[src/rtl/general_multiplier_if.sv]
// Operand/result handshake bundle for the shift-add multiply-accumulate unit.
interface general_multiplier_if #(
  parameter int WIDTH_A = 4,
  parameter int WIDTH_B = 4
);
  logic                       start;
  logic [WIDTH_A-1:0]         Q;
  logic [WIDTH_B-1:0]         B;
  logic [WIDTH_B-1:0]         R;
  logic [WIDTH_A+WIDTH_B-1:0] P;
  logic                       busy;
  logic                       done;

  modport master (output start, Q, B, R, input P, busy, done);
  modport slave  (input start, Q, B, R, output P, busy, done);
endinterface

[src/rtl/general_multiplier.sv]
// Sequential shift-add multiply-accumulate, P = Q*B + R, one partial product per clock.
// state | meaning
// IDLE  | waiting for start, outputs quiet
// RUN   | WIDTH_A partial-product steps, P shows partial sums
// DONE  | result valid on P, start reloads and re-runs
module general_multiplier #(
  parameter int WIDTH_A = 4,
  parameter int WIDTH_B = 4
) (
  input logic clk,
  input logic reset,
  general_multiplier_if.slave bus
);
  localparam int W  = WIDTH_A + WIDTH_B;
  localparam int CW = $clog2(WIDTH_A + 1);
  localparam logic [CW-1:0] LAST = CW'(WIDTH_A - 1);

  typedef enum logic [1:0] {IDLE, RUN, DONE} state_t;

  state_t             state, state_nxt;
  logic [W-1:0]       acc, mcand;
  logic [WIDTH_A-1:0] qreg;
  logic [CW-1:0]      cnt;
  logic               load, step, busy, done;

  always_ff @(posedge clk) begin
    if (reset) state <= IDLE;
    else       state <= state_nxt;
  end

  always_comb begin
    state_nxt = state;
    load      = 1'b0;
    step      = 1'b0;
    busy      = 1'b0;
    done      = 1'b0;
    case (state)
      IDLE: begin
        if (bus.start) begin
          load      = 1'b1;
          state_nxt = RUN;
        end
      end
      RUN: begin
        busy = 1'b1;
        step = 1'b1;
        if (cnt == LAST) state_nxt = DONE;
      end
      DONE: begin
        done = 1'b1;
        if (bus.start) begin
          load      = 1'b1;
          state_nxt = RUN;
        end
      end
      default: state_nxt = IDLE;
    endcase
  end

  // Sum cannot exceed 2^WA*(2^WB-1), so the W-bit accumulator never wraps.
  always_ff @(posedge clk) begin
    if (reset) begin
      acc   <= '0;
      mcand <= '0;
      qreg  <= '0;
      cnt   <= '0;
    end else if (load) begin
      acc   <= {{WIDTH_A{1'b0}}, bus.R};
      mcand <= {{WIDTH_A{1'b0}}, bus.B};
      qreg  <= bus.Q;
      cnt   <= '0;
    end else if (step) begin
      if (qreg[0]) acc <= acc + mcand;
      mcand <= mcand << 1;
      qreg  <= qreg >> 1;
      cnt   <= cnt + 1'b1;
    end
  end

  assign bus.P    = acc;
  assign bus.busy = busy;
  assign bus.done = done;
endmodule

[src/flat_wrapper.sv]
// flat-port wrapper written by rule: the top's interface ports become plain ports
module general_multiplier_flat 
#(
  parameter int WIDTH_A = 4,
  parameter int WIDTH_B = 4
)
  (clk, reset, bus_start, bus_Q, bus_B, bus_R, bus_P, bus_busy, bus_done);
  general_multiplier_if #(.WIDTH_A(WIDTH_A), .WIDTH_B(WIDTH_B)) bus_i ();
  input logic clk;
  input logic reset;
  input wire logic [$bits(bus_i.start)-1:0] bus_start;
  input wire logic [$bits(bus_i.Q)-1:0] bus_Q;
  input wire logic [$bits(bus_i.B)-1:0] bus_B;
  input wire logic [$bits(bus_i.R)-1:0] bus_R;
  output wire logic [$bits(bus_i.P)-1:0] bus_P;
  output wire logic [$bits(bus_i.busy)-1:0] bus_busy;
  output wire logic [$bits(bus_i.done)-1:0] bus_done;
  assign bus_i.start = bus_start;
  assign bus_i.Q = bus_Q;
  assign bus_i.B = bus_B;
  assign bus_i.R = bus_R;
  assign bus_P = bus_i.P;
  assign bus_busy = bus_i.busy;
  assign bus_done = bus_i.done;
  general_multiplier #(.WIDTH_A(WIDTH_A), .WIDTH_B(WIDTH_B)) u_core (.clk(clk), .reset(reset), .bus(bus_i));
endmodule
[config.mk]
export PLATFORM = sky130hd
export DESIGN_NAME = general_multiplier_flat
export DESIGN_NICKNAME = d
export VERILOG_FILES = /design/src/rtl/general_multiplier_if.sv /design/src/rtl/general_multiplier.sv /design/src/flat_wrapper.sv
export SDC_FILE = /design/constraint.sdc
export NUM_CORES = 1
export LEC_CHECK = 0
export ABC_AREA = 1
export CORE_MARGIN = 2
export CORE_UTILIZATION = 58
export CTS_BUF_LIST = sky130_fd_sc_hd__clkbuf_4 sky130_fd_sc_hd__clkbuf_8
export CTS_CLUSTER_DIAMETER = 80
export CTS_CLUSTER_SIZE = 25
export DETAILED_ROUTE_END_ITERATION = 8
export PLACE_DENSITY = 0.95
export SLEW_MARGIN = 40
export SYNTH_ARGS = -nofsm -noshare
export SYNTH_HDL_FRONTEND = slang
export SYNTH_SLANG_ARGS = --single-unit
[constraint.sdc]
create_clock -name clk -period 2.08 [get_ports clk]
set_input_delay 0.416 -clock clk [delete_from_list [all_inputs] [get_ports clk]]
set_output_delay 0.416 -clock clk [all_outputs]
set_load 0.1 [all_outputs]
; Word-level counts from Yosys, hierarchy flattened
; Index checks and enable logic that the tools add are counted.
[word_totals]
reg_bits = 25
input_bits = 15
output_inout_bits = 10
wordCells = 36
[classes]
n_addsub = 2
n_eq_ne = 5
mux = 14
n_reduce_logical = 8
[ops]
columns = op, n
row1 = two-way mux 4 bit, 7
row2 = adder 8 bit, 1
row3 = AND reduction 2 bit, 3
row4 = two-way mux 1 bit, 4
row5 = two-way mux 2 bit, 2
row6 = inequality test 2 x 1 -> 1 bit (second input constant), 2
row7 = one-hot mux 2 bit (2 select lines), 1
row8 = nonzero test 2 bit, 2
row9 = OR reduction 2 bit, 2
row10 = adder 3 x 1 -> 3 bit (second input constant), 1
row11 = == test 3 x 2 -> 1 bit (second input constant), 1
row12 = == test 2 x 1 -> 1 bit (second input constant), 1
row13 = == test 2 bit (second input constant), 1
row14 = logical NOT 2 bit, 1

; Longest topological paths before layout
; Gate-level depths: netlist (run 1).
[depth]
ltp_word = 5
ltp_mapped = 10
mapped_depth_nobuf = 10

; Least setup slack after synthesis (run 1)
; OpenSTA, ideal clock, no wires.
[synth_path]
path_kind = register to register
from = register u_core.acc[0] (netlist: u_core.bus.P[0])
to = register u_core.acc[4] (netlist: u_core.bus.P[4])
setup_time_ns = 0.109
arrival_time_ns = 2.071
slack_ns = -0.100
stages_incl_launch_ff = 10
synth_period_minus_slack_ns = 2.180
path_cell_list = dfxtp_1 -> ha_1 -> inv_1 -> fa_1 -> inv_1 -> a21oi_1 -> xor2_1 -> nand2_1 -> nand2_1 -> inv_1
[synth_via]
elab_chain_cells = 1
[synth_rtl]
columns = element, line
row1 = "start, declared", general_multiplier.sv:21  ; logic [W-1:0] acc, mcand;
row2 = "start signal, assigned", general_multiplier.sv:68  ; acc <= {{WIDTH_A{1'b0}}, bus.R};
row3 = "start signal, assigned", general_multiplier.sv:73  ; if (qreg[0]) acc <= acc + mcand;
row4 = adder 8 bit, general_multiplier.sv:73
; No other way between the ends.
; A chain may end at the register's enable or synchronous reset.

; Worst setup path in the final report (run 1)
[layout_path]
from = register u_core.state[0]
to = output port bus_busy
[layout_via]
elab_chain_cells = 2
[layout_rtl]
columns = element, line
row1 = "start, declared", general_multiplier.sv:20  ; state_t state, state_nxt;
row2 = "start signal, assigned", general_multiplier.sv:28  ; else state <= state_nxt;
row3 = == test 2 x 1 -> 1 bit, general_multiplier.sv:37  ; case (state)
row4 = two-way mux 1 bit, general_multiplier.sv:37
row5 = "end, declared", flat_wrapper.sv:16  ; output wire logic [$bits(bus_i.busy)-1:0] bus_busy;
; No other way between the ends.

==> results of run 1 <==
==> per-layer routing <==
metal | track usage, % | vias up | share of wire (%)
met5 | 0 | - | 0
met4 | 10.26 | 0 | 1.9
met3 | 4.237 | 7 | 3.3
met2 | 44.79 | 27 | 49
met1 | 29.90 | 596 | 46
li1 | - | 664 | -
==> cells in the final DEF, fill, tap and decap left out, types with 2 or more instances in the layout <==
cell type,synthesis,final
nor2_1,9,9
a211oi_1,4,4
o21ai_0,6,6
a221oi_1,2,2
buf_4,1,10
dfxtp_2,0,3
or2_1,2,2
nand2_1,45,45
xor2_1,3,3
clkbuf_4,0,4
nor2_4,2,2
inv_2,4,4
a31oi_1,2,2
buf_12,0,2
nand2_4,2,2
o2111a_1,2,2
inv_1,32,32
o211ai_1,2,2
nand3_1,11,11
ha_1,9,9
a21oi_1,16,16
clkdlybuf4s50_1,0,14
dfxtp_1,25,22
==> worst min-delay path, stage by stage, from the launching register on <==
cell     delay (ns)
dfxtp_1        0.34
nand2_1        0.06
a21oi_1        0.06
==> registers in the layout, indices dropped and copies added (netlist names) <==
name          flops
u_core.qreg       4
u_core.cnt        3
u_core.mcand      8
u_core.state      2
u_core.bus.P      8
==> stage by stage <==
stage / setup WS (ns) / total power [mW] / instances
2_1_floorplan: 0.04257 / 0.7539 / 190
3_3_place_gp: 0.4000 / 0.8239 / 240
3_5_place_dp: 0.3191 / 0.8369 / 240
4_1_cts: 0.3125 / 1.061 / 244
5_1_grt: 0.2455 / 1.106 / 244
6_report: 0.3195 / 1.058 / 244
==> synth_stat cells <==
master	n
nor2_4	2
o21ai_0	6
nand2_4	2
o2111a_1	2
nand4_1	1
nand2_1	45
a211oi_2	1
xnor2_1	1
nand3_1	11
inv_2	4
dfxtp_1	25
o211ai_1	2
nand2_2	1
ha_1	9
buf_6	1
or2_2	1
buf_2	2
a221oi_1	2
or2_1	2
a21oi_1	16
fa_1	1
a31oi_1	2
a21o_1	1
xor2_1	3
nor2_1	9
buf_4	1
nand3b_1	1
inv_1	32
a211oi_1	4
==> area by class of cell <==
class                           instances  area share (%)
Multi-Input combinational cell        125           43.44
Tap cell                               28           2.065
Sequential cell                        25           29.72
Timing Repair Buffer                   26           15.04
Clock buffer                            4           1.770
Inverter                               36           7.965
==> final timing paths <==
check | start | endpoint | cells after the start
setup / recovery | u_core.state[0]$_SDFFE_PP0P_ | bus_busy | 3
hold / removal | u_core.qreg[2]$_SDFFE_PP0P_ | u_core.qreg[2]$_SDFFE_PP0P_ | 2
setup reg to reg | u_core.bus.P[0]$_SDFFE_PP0P_ | u_core.bus.P[4]$_SDFFE_PP0P_ | 9
hold reg to reg | u_core.qreg[2]$_SDFFE_PP0P_ | u_core.qreg[2]$_SDFFE_PP0P_ | 2
==> cell families (layout without fill, tap and decap cells) <==
group	count (synthesis)	count (layout)	share of synthesized area [%]
and+or+nand+nor	75	75	24.38
buffers and inverters	40	66	11.70
AOI/OAI and AO/OA	36	36	16.25
DFF	25	25	35.71
adders and majority gates	10	10	9.464
xor gates and xnor gates	4	4	2.500
==> power groups by stage <==
| stage | Combinational, mW | Sequential [mW] | Clock [mW] |
|---|---|---|---|
| after CTS | 0.300 | 0.528 | 0.233 |
| final | 0.300 | 0.528 | 0.229 |
| after detailed placement | 0.298 | 0.539 | 0 |
| after global placement | 0.287 | 0.537 | 0 |
| after global routing | 0.326 | 0.532 | 0.249 |
| after floorplan | 0.155 | 0.599 | 0 |
==> results.toml, run 1 <==
[placement]
post_dp_cell_area_mm2 = 0.001667
portBuffers = 24
gp_congestion = 0.7932
dp_hpwl_um = 2362

[critical_path]
critPathLaunchType = "register"
worst-path-buf-inv = 2
critPathTopFamily = "buffers and inverters"
worst_ep_arrival_time_ns = 1.34
critPathKind = "register to output port"
r2r_slack_ns = 0.44
crit_path_max_incr_delay_ns = 0.39
end_kind = "output port"
crit_path_max_fanout = 12
cpMaxStageDelayCell = "dfxtp_1"
critical_path_required_ns = 1.66
crit_chain = "nand2_2 -> inv_1 -> buf_12"

[timing]
grt_setup_unrepaired = "false"
fin_crit_ns = 1.760
holdWs_ns = 0.4961
finClkSkew_ns = 0.01390
finalMaxSlewViolations = 0
slew-limit-headroom_pct = 71.04
tns_ns = 0
post-route-period-util_pct = 84.64
fmax_mhz = 568.0
final-hold-violation-count = 0
worst_pin_slew_ns = 0.4339
setup_viol = 0

[synth]
ys_seq_elements = 25
yosys_warnings = 0
syn_area_mm2 = 0.001401
netlist.area_leader.share_pct = 35.71
synth_area_leaders = "dfxtp_1 (36%), nand2_1 (12%), inv_1 (8.6%)"
synth_area_per_cell_um2 = 7.375
yosysUniqueCellTypes = 29
yosysTopAreaCell = "dfxtp_1"
syn_inst = 190
yosysSeqAreaShare_pct = 35.71
syn-num-nets = 215

[power]
ir_worst_vdd_v = 0.0005184
p_sw_mw = 0.3592
swShare_pct = 33.96
power.share.combinational_pct = 28.4
p_leak_nw = 0.7851
p_per_area_mw_per_mm2 = 623.4
internal_power_mw = 0.6984
clkPwrFrac_pct = 21.6
sequentialPowerShare_pct = 50.0

[finish]
syn_to_final_growth_pct = 21.07
utilization_pct = 75.25
postLayoutCellArea_mm2 = 0.001697
multi_input_area_um2 = 737.0
seq_area_um2 = 504.2
layout-drive-gt1-share_pct = 13.89
fill_cells = 172
antennaDiodeCount = 0
finalNetCount = 242

[clock_network]
numClockSinks = 25
cts_buffer_depth = 2
cts_resized = 0
clk_latency_ns = 0.32
cts_tree = "built"
clkTransAtPathRegs_ns = 0.14
cts_buffers = 3
clockRootBuffer = "clkbuf_4"
cts_htree_levels = 1
postCtsHoldBufs = 0
cts_setup_buffers = 0

[global_route]
grt_pass1_wl_um = 5181
first_global_vias = 1257
antenna_found_initial = 0
grt_overflow_total = 0
track_usage_pct = 25.27
grt_start_max_net_pins = 16

[detailed_routing]
first_pass_iters = 4
wire_per_inst_um = 12.58
viasPerCell = 5.303
drc_errors = 0
ant_nets = 0
via_count = 1294
drtIter0Drc = 41
totalWireLength_um = 3070

[floorplan]
rows = 17
die-area_mm2 = 0.002825
die_w_um = 53.16
top_level_ports = 25
start_util_pct = 62.15
core-area_mm2 = 0.002255
die_height_um = 53.16

[flow_run]
drv_cap = 0

[hold_path]
holdCritPathClass = "register to register"

[outcome]
outcome = "completed"
Note: power is estimated with default switching activity, not from simulation.
==> inputs of run 2 (changes only) <==
Settings changed: CORE_UTILIZATION 58 to 49, PLACE_DENSITY 0.95 to 0.86.
Clock period 2.08 ns to 1.52 ns, I/O delays scaled along.
==> run 2 against run 1 <==
Sequential power is 39% higher. First-iteration DRC count is 34% lower. Die area is 17% higher. Combinational power is 63% higher. Worst hold slack worse by 0.018 ns. Via count is 1.9% higher. Largest power group unchanged.
==> results.toml, run 2 (synthesis results as in run 1) <==
[clock_network]
postCtsHoldBufs = 0
cts_htree_levels = 1
clk_latency_ns = 0.34
numClockSinks = 25
clkTransAtPathRegs_ns = 0.14
cts_setup_buffers = 0
cts_tree = "built"
cts_buffers = 3
cts_buffer_depth = 2
cts_resized = 0
clockRootBuffer = "clkbuf_4"

[critical_path]
r2r_end = "u_core.bus.P[4]$_SDFFE_PP0P_"
critical_path_required_ns = 1.22
crit_chain = "inv_1 -> nand2_2 -> inv_1 -> buf_12"
crit_path_max_incr_delay_ns = 0.33
critical_path.most_common_cell = "inv_1"
cpMaxStageDelayCell = "dfxtp_1"
critPathKind = "register to output port"
crit_path_max_fanout = 5
reg2reg_depth = 9
critPathLaunchType = "register"
end_kind = "output port"
r2r_slack_ns = 0.03
r2r-start = "u_core.bus.P[0]$_SDFFE_PP0P_"
worst_ep_arrival_time_ns = 1.19
startpoint = "u_core.state[1]$_SDFFE_PP0P_"

[hold_path]
hold_depth = 2
holdCritPathClass = "register to register"
min_to = "u_core.cnt[1]$_SDFFE_PP0N_"
min_from = "u_core.cnt[1]$_SDFFE_PP0N_"

[floorplan]
rows = 19
die_w_um = 57.48
start_util_pct = 51.26
die_height_um = 57.48
top_level_ports = 25
core-area_mm2 = 0.002734
die-area_mm2 = 0.003303

[power]
power.share.combinational_pct = 31.3
internal_power_mw = 1.021
p_sw_mw = 0.5399
clkPwrFrac_pct = 21.6
swShare_pct = 34.60
p_per_area_mw_per_mm2 = 789.5
sequentialPowerShare_pct = 47.1
power.total_mw = 1.561
p_leak_nw = 0.8293
ir_worst_vdd_v = 0.0006903

[timing]
finClkSkew_ns = 0.005706
slew-limit-headroom_pct = 81.17
finalMaxSlewViolations = 0
worst_pin_slew_ns = 0.2817
holdWs_ns = 0.4786
post-route-period-util_pct = 98.33
fmax_mhz = 669.0
setup_ws_ns = 0.02534
setup_viol = 0
final-hold-violation-count = 0
fin_crit_ns = 1.495
grt_setup_unrepaired = "true"

[placement]
portBuffers = 24
place_ws_ns = -0.05583
dp_hpwl_um = 2419
gp_congestion = 0.8191
post_dp_cell_area_mm2 = 0.001887

[global_route]
grt_pass1_wl_um = 5499
antenna_found_initial = 0
track_usage_pct = 21.50
grt_start_max_net_pins = 14
first_global_vias = 1263
grt_overflow_total = 0

[detailed_routing]
ant_nets = 0
wire_per_inst_um = 12.93
drc_errors = 0
first_pass_iters = 4
drtIter0Drc = 27
totalWireLength_um = 3258
via_count = 1319
viasPerCell = 5.234

[finish]
final_common_cell = "nand2_1"
syn_to_final_growth_pct = 41.07
final_cell_mix = "nand2_1 (45), inv_1 (30), dfxtp_1 (15)"
finalNetCount = 247
layout-drive-gt1-share_pct = 25.34
antennaDiodeCount = 0
postLayoutCellArea_mm2 = 0.001977
fill_cells = 198

[outcome]
outcome = "completed"

[flow_run]
drv_cap = 0
==> run 2: cell types whose count changed in the layout (fill, tap and decap cells not counted), sizes merged <==
cell  delta
buf      +5
==> run 2: metal layers <==
layer / track usage (%) / vias up / part of all wire, %
met5: 0 / - / 0
met4: 9.635 / 0 / 1.1
met3: 2.948 / 4 / 2.1
met2: 36.53 / 17 / 51
met1: 26.94 / 622 / 45
li1: - / 676 / -
==> run 2: final cells by class <==
cell class	count	area [um2]	share of cell area, %
tap	31	38.79	1.962
timing repair buffer	31	405.4	20.51
clock buffer	4	30.03	1.519
inverter	36	135.1	6.835
multi-input combinational	125	837.1	42.34
sequential	25	530.5	26.84
==> run 2: worst max-delay path by stage <==
stage	endpoint	slack, ns	cells past startpoint
after floorplan	u_core.bus.P[4]$_SDFFE_PP0P_	-0.08	9
after global placement	u_core.mcand[1]$_SDFFE_PP0P_	0.04	6
after detailed placement	u_core.bus.P[2]$_SDFFE_PP0P_	-0.06	7
after CTS	bus_busy	0.02	3
after global routing	u_core.bus.P[4]$_SDFFE_PP0P_	-0.1	9
final	bus_busy	0.03	4
==> run 2: power groups by stage <==
stage / clock [mW] / combinational [mW] / sequential, mW
2_1_floorplan: 0 / 0.224 / 0.820
3_3_place_gp: 0 / 0.462 / 0.743
3_5_place_dp: 0 / 0.471 / 0.744
4_1_cts: 0.335 / 0.474 / 0.730
5_1_grt: 0.362 / 0.528 / 0.740
6_report: 0.338 / 0.488 / 0.735
==> run 2: critical path: cells and delay by family (launching register included) <==
kind / cells / cell delay (ns)
flops: 1 / 0.33
buf+inv: 3 / 0.41
simple gates: 1 / 0.11
==> run 2: per-stage QoR <==
stage                     util (%)  cells  setup TNS, ns
after floorplan                  -    190        -0.1066
after global placement       69.02    248              0
after detailed placement     69.02    248       -0.06878
after CTS                    70.11    252              0
after global routing         72.31    252        -0.1453
final                        72.31    252              0
==> inputs of run 3 (changes only) <==
Settings changed: CORE_ASPECT_RATIO from default to 1.1.
==> run 3 against run 2 <==
Die area hardly changed. Sequential share of layout area shrank 0.30 points. Clock skew decreased by 0.0010 ns. Maximum frequency grew 2.9%. Design area up 1.1%. Critical endpoint is now u_core.bus.P[6]$_SDFFE_PP0P_. Highest routed layer unchanged.
==> results.toml, run 3 (synthesis results as in run 1) <==
[outcome]
outcome = "completed"

[critical_path]
end_kind = "register"
crit_chain = "ha_4 -> inv_2 -> fa_2 -> inv_2 -> nand3_2 -> nand4_1 -> nand3_1 -> nand2_1 -> inv_1"
critical_path_required_ns = 1.74
critical_path.most_common_cell = "inv_2"
reg2reg_depth = 9
critPathKind = "register to register"
crit_path_max_fanout = 3
crit_path_max_incr_delay_ns = 0.39
r2r_slack_ns = 0.07
worst_ep_arrival_time_ns = 1.68
critPathTopFamily = "adder cells"
critPathLaunchType = "register"
cpMaxStageDelayCell = "dfxtp_4"
cp.depth = 9
worst-path-buf-inv = 3

[clock_network]
clk_latency_ns = 0.31
cts_tree = "built"
clockRootBuffer = "clkbuf_4"
cts_htree_levels = 1
numClockSinks = 25
postCtsHoldBufs = 0
clkTransAtPathRegs_ns = 0.13
cts_buffer_depth = 2
cts_buffers = 3

[timing]
slew-limit-headroom_pct = 80.43
fin_crit_ns = 1.453
post-route-period-util_pct = 95.60
holdWs_ns = 0.4748
finClkSkew_ns = 0.004674
grt_setup_unrepaired = "false"
finalMaxSlewViolations = 0
setup_viol = 0
worst_pin_slew_ns = 0.2928
final-hold-violation-count = 0
setup_ws_ns = 0.06691
fmax_mhz = 688.2

[floorplan]
die_height_um = 60.09
die-area_mm2 = 0.003304
die_w_um = 54.99
rows = 20
core-area_mm2 = 0.002753
start_util_pct = 50.91
top_level_ports = 25

[power]
p_sw_mw = 0.5034
ir_worst_vdd_v = 0.0005919
sequentialPowerShare_pct = 48.0
power.share.combinational_pct = 32.0
clkPwrFrac_pct = 20.1
p_per_area_mw_per_mm2 = 764.2
internal_power_mw = 1.025
swShare_pct = 32.95
p_leak_nw = 0.8368

[detailed_routing]
first_pass_iters = 4
wire_per_inst_um = 12.19
totalWireLength_um = 3121
viasPerCell = 5.176
drc_errors = 0
via_count = 1325
ant_nets = 0
drtIter0Drc = 28

[finish]
layout-drive-gt1-share_pct = 26.46
final_common_cell = "nand2_1"
final_cell_mix = "nand2_1 (45), inv_1 (29), dfxtp_1 (15)"
utilization_pct = 72.64
syn_to_final_growth_pct = 42.68
antennaDiodeCount = 0
fill_cells = 199
finalNetCount = 249

[global_route]
grt_overflow_total = 0
track_usage_pct = 20.92
antenna_found_initial = 0
first_global_vias = 1263
grt_start_max_net_pins = 14
grt_pass1_wl_um = 5030

[placement]
dp_hpwl_um = 2399
portBuffers = 24
place_ws_ns = 0.01576
gp_congestion = 0.8344

[hold_path]
holdCritPathClass = "register to register"
hold_depth = 2

[flow_run]
drv_cap = 0
-- run 3: final timing paths --
check                          startpoint                      endpoint
max          u_core.bus.P[0]$_SDFFE_PP0P_  u_core.bus.P[6]$_SDFFE_PP0P_
min           u_core.qreg[2]$_SDFFE_PP0P_   u_core.qreg[2]$_SDFFE_PP0P_
max reg2reg  u_core.bus.P[0]$_SDFFE_PP0P_  u_core.bus.P[6]$_SDFFE_PP0P_
min reg2reg   u_core.qreg[2]$_SDFFE_PP0P_   u_core.qreg[2]$_SDFFE_PP0P_
-- run 3: metrics by stage --
step,power [mW],instances,instance area [um2],TNS [ns]
after global routing,1.621,256,1999,0
after CTS,1.525,255,1932,0
after detailed placement,1.217,251,1897,0
after floorplan,1.043,190,1471,-0.1066
after global placement,1.205,251,1897,0
final,1.528,256,1999,0
-- run 3: area by class of cell --
type,count,area (um2),share of cell area (%)
multi-input combinational,125,842.1,42.12
tap,33,41.29,2.065
sequential,25,530.5,26.53
inverter,36,135.1,6.758
clock buffer,4,30.03,1.502
timing repair buffer,33,420.4,21.03
-- run 3: power by group through the flow --
stage | sequential (mW) | combinational [mW] | clock, mW
2_1_floorplan | 0.820 | 0.224 | 0
3_3_place_gp | 0.742 | 0.463 | 0
5_1_grt | 0.739 | 0.528 | 0.354
3_5_place_dp | 0.744 | 0.473 | 0
6_report | 0.733 | 0.488 | 0.307
4_1_cts | 0.730 | 0.473 | 0.321
-- run 3: worst register-to-register path, delay by kind of cell (launching register included) --
| family | cells | cell delay, ns |
|---|---|---|
| adder cells (fa/ha/maj) | 2 | 0.49 |
| flip-flops | 1 | 0.39 |
| AND/OR/NAND/NOR | 4 | 0.33 |
| buffers and inverters | 3 | 0.15 |
-- run 3: repair_timing --
item	4_1_cts	5_1_grt
endpoints found under the setup margin	1	4
gates resized for setup	1	9
gates cloned	0	0
pin swaps	0	4
hold endpoints to repair	0	0
buffers inserted	0	1
-- run 3: per-layer routing --
| metal | vias to the layer above | part of all wire (%) | wire [um] | global-route usage, % |
|---|---|---|---|---|
| met5 | - | 0 | 0 | 0 |
| met1 | 625 | 45 | 1406 | 25.85 |
| met4 | 0 | 1.5 | 47 | 8.711 |
| li1 | 679 | - | - | - |
| met2 | 17 | 52 | 1610 | 35.54 |
| met3 | 4 | 1.8 | 55 | 3.000 |
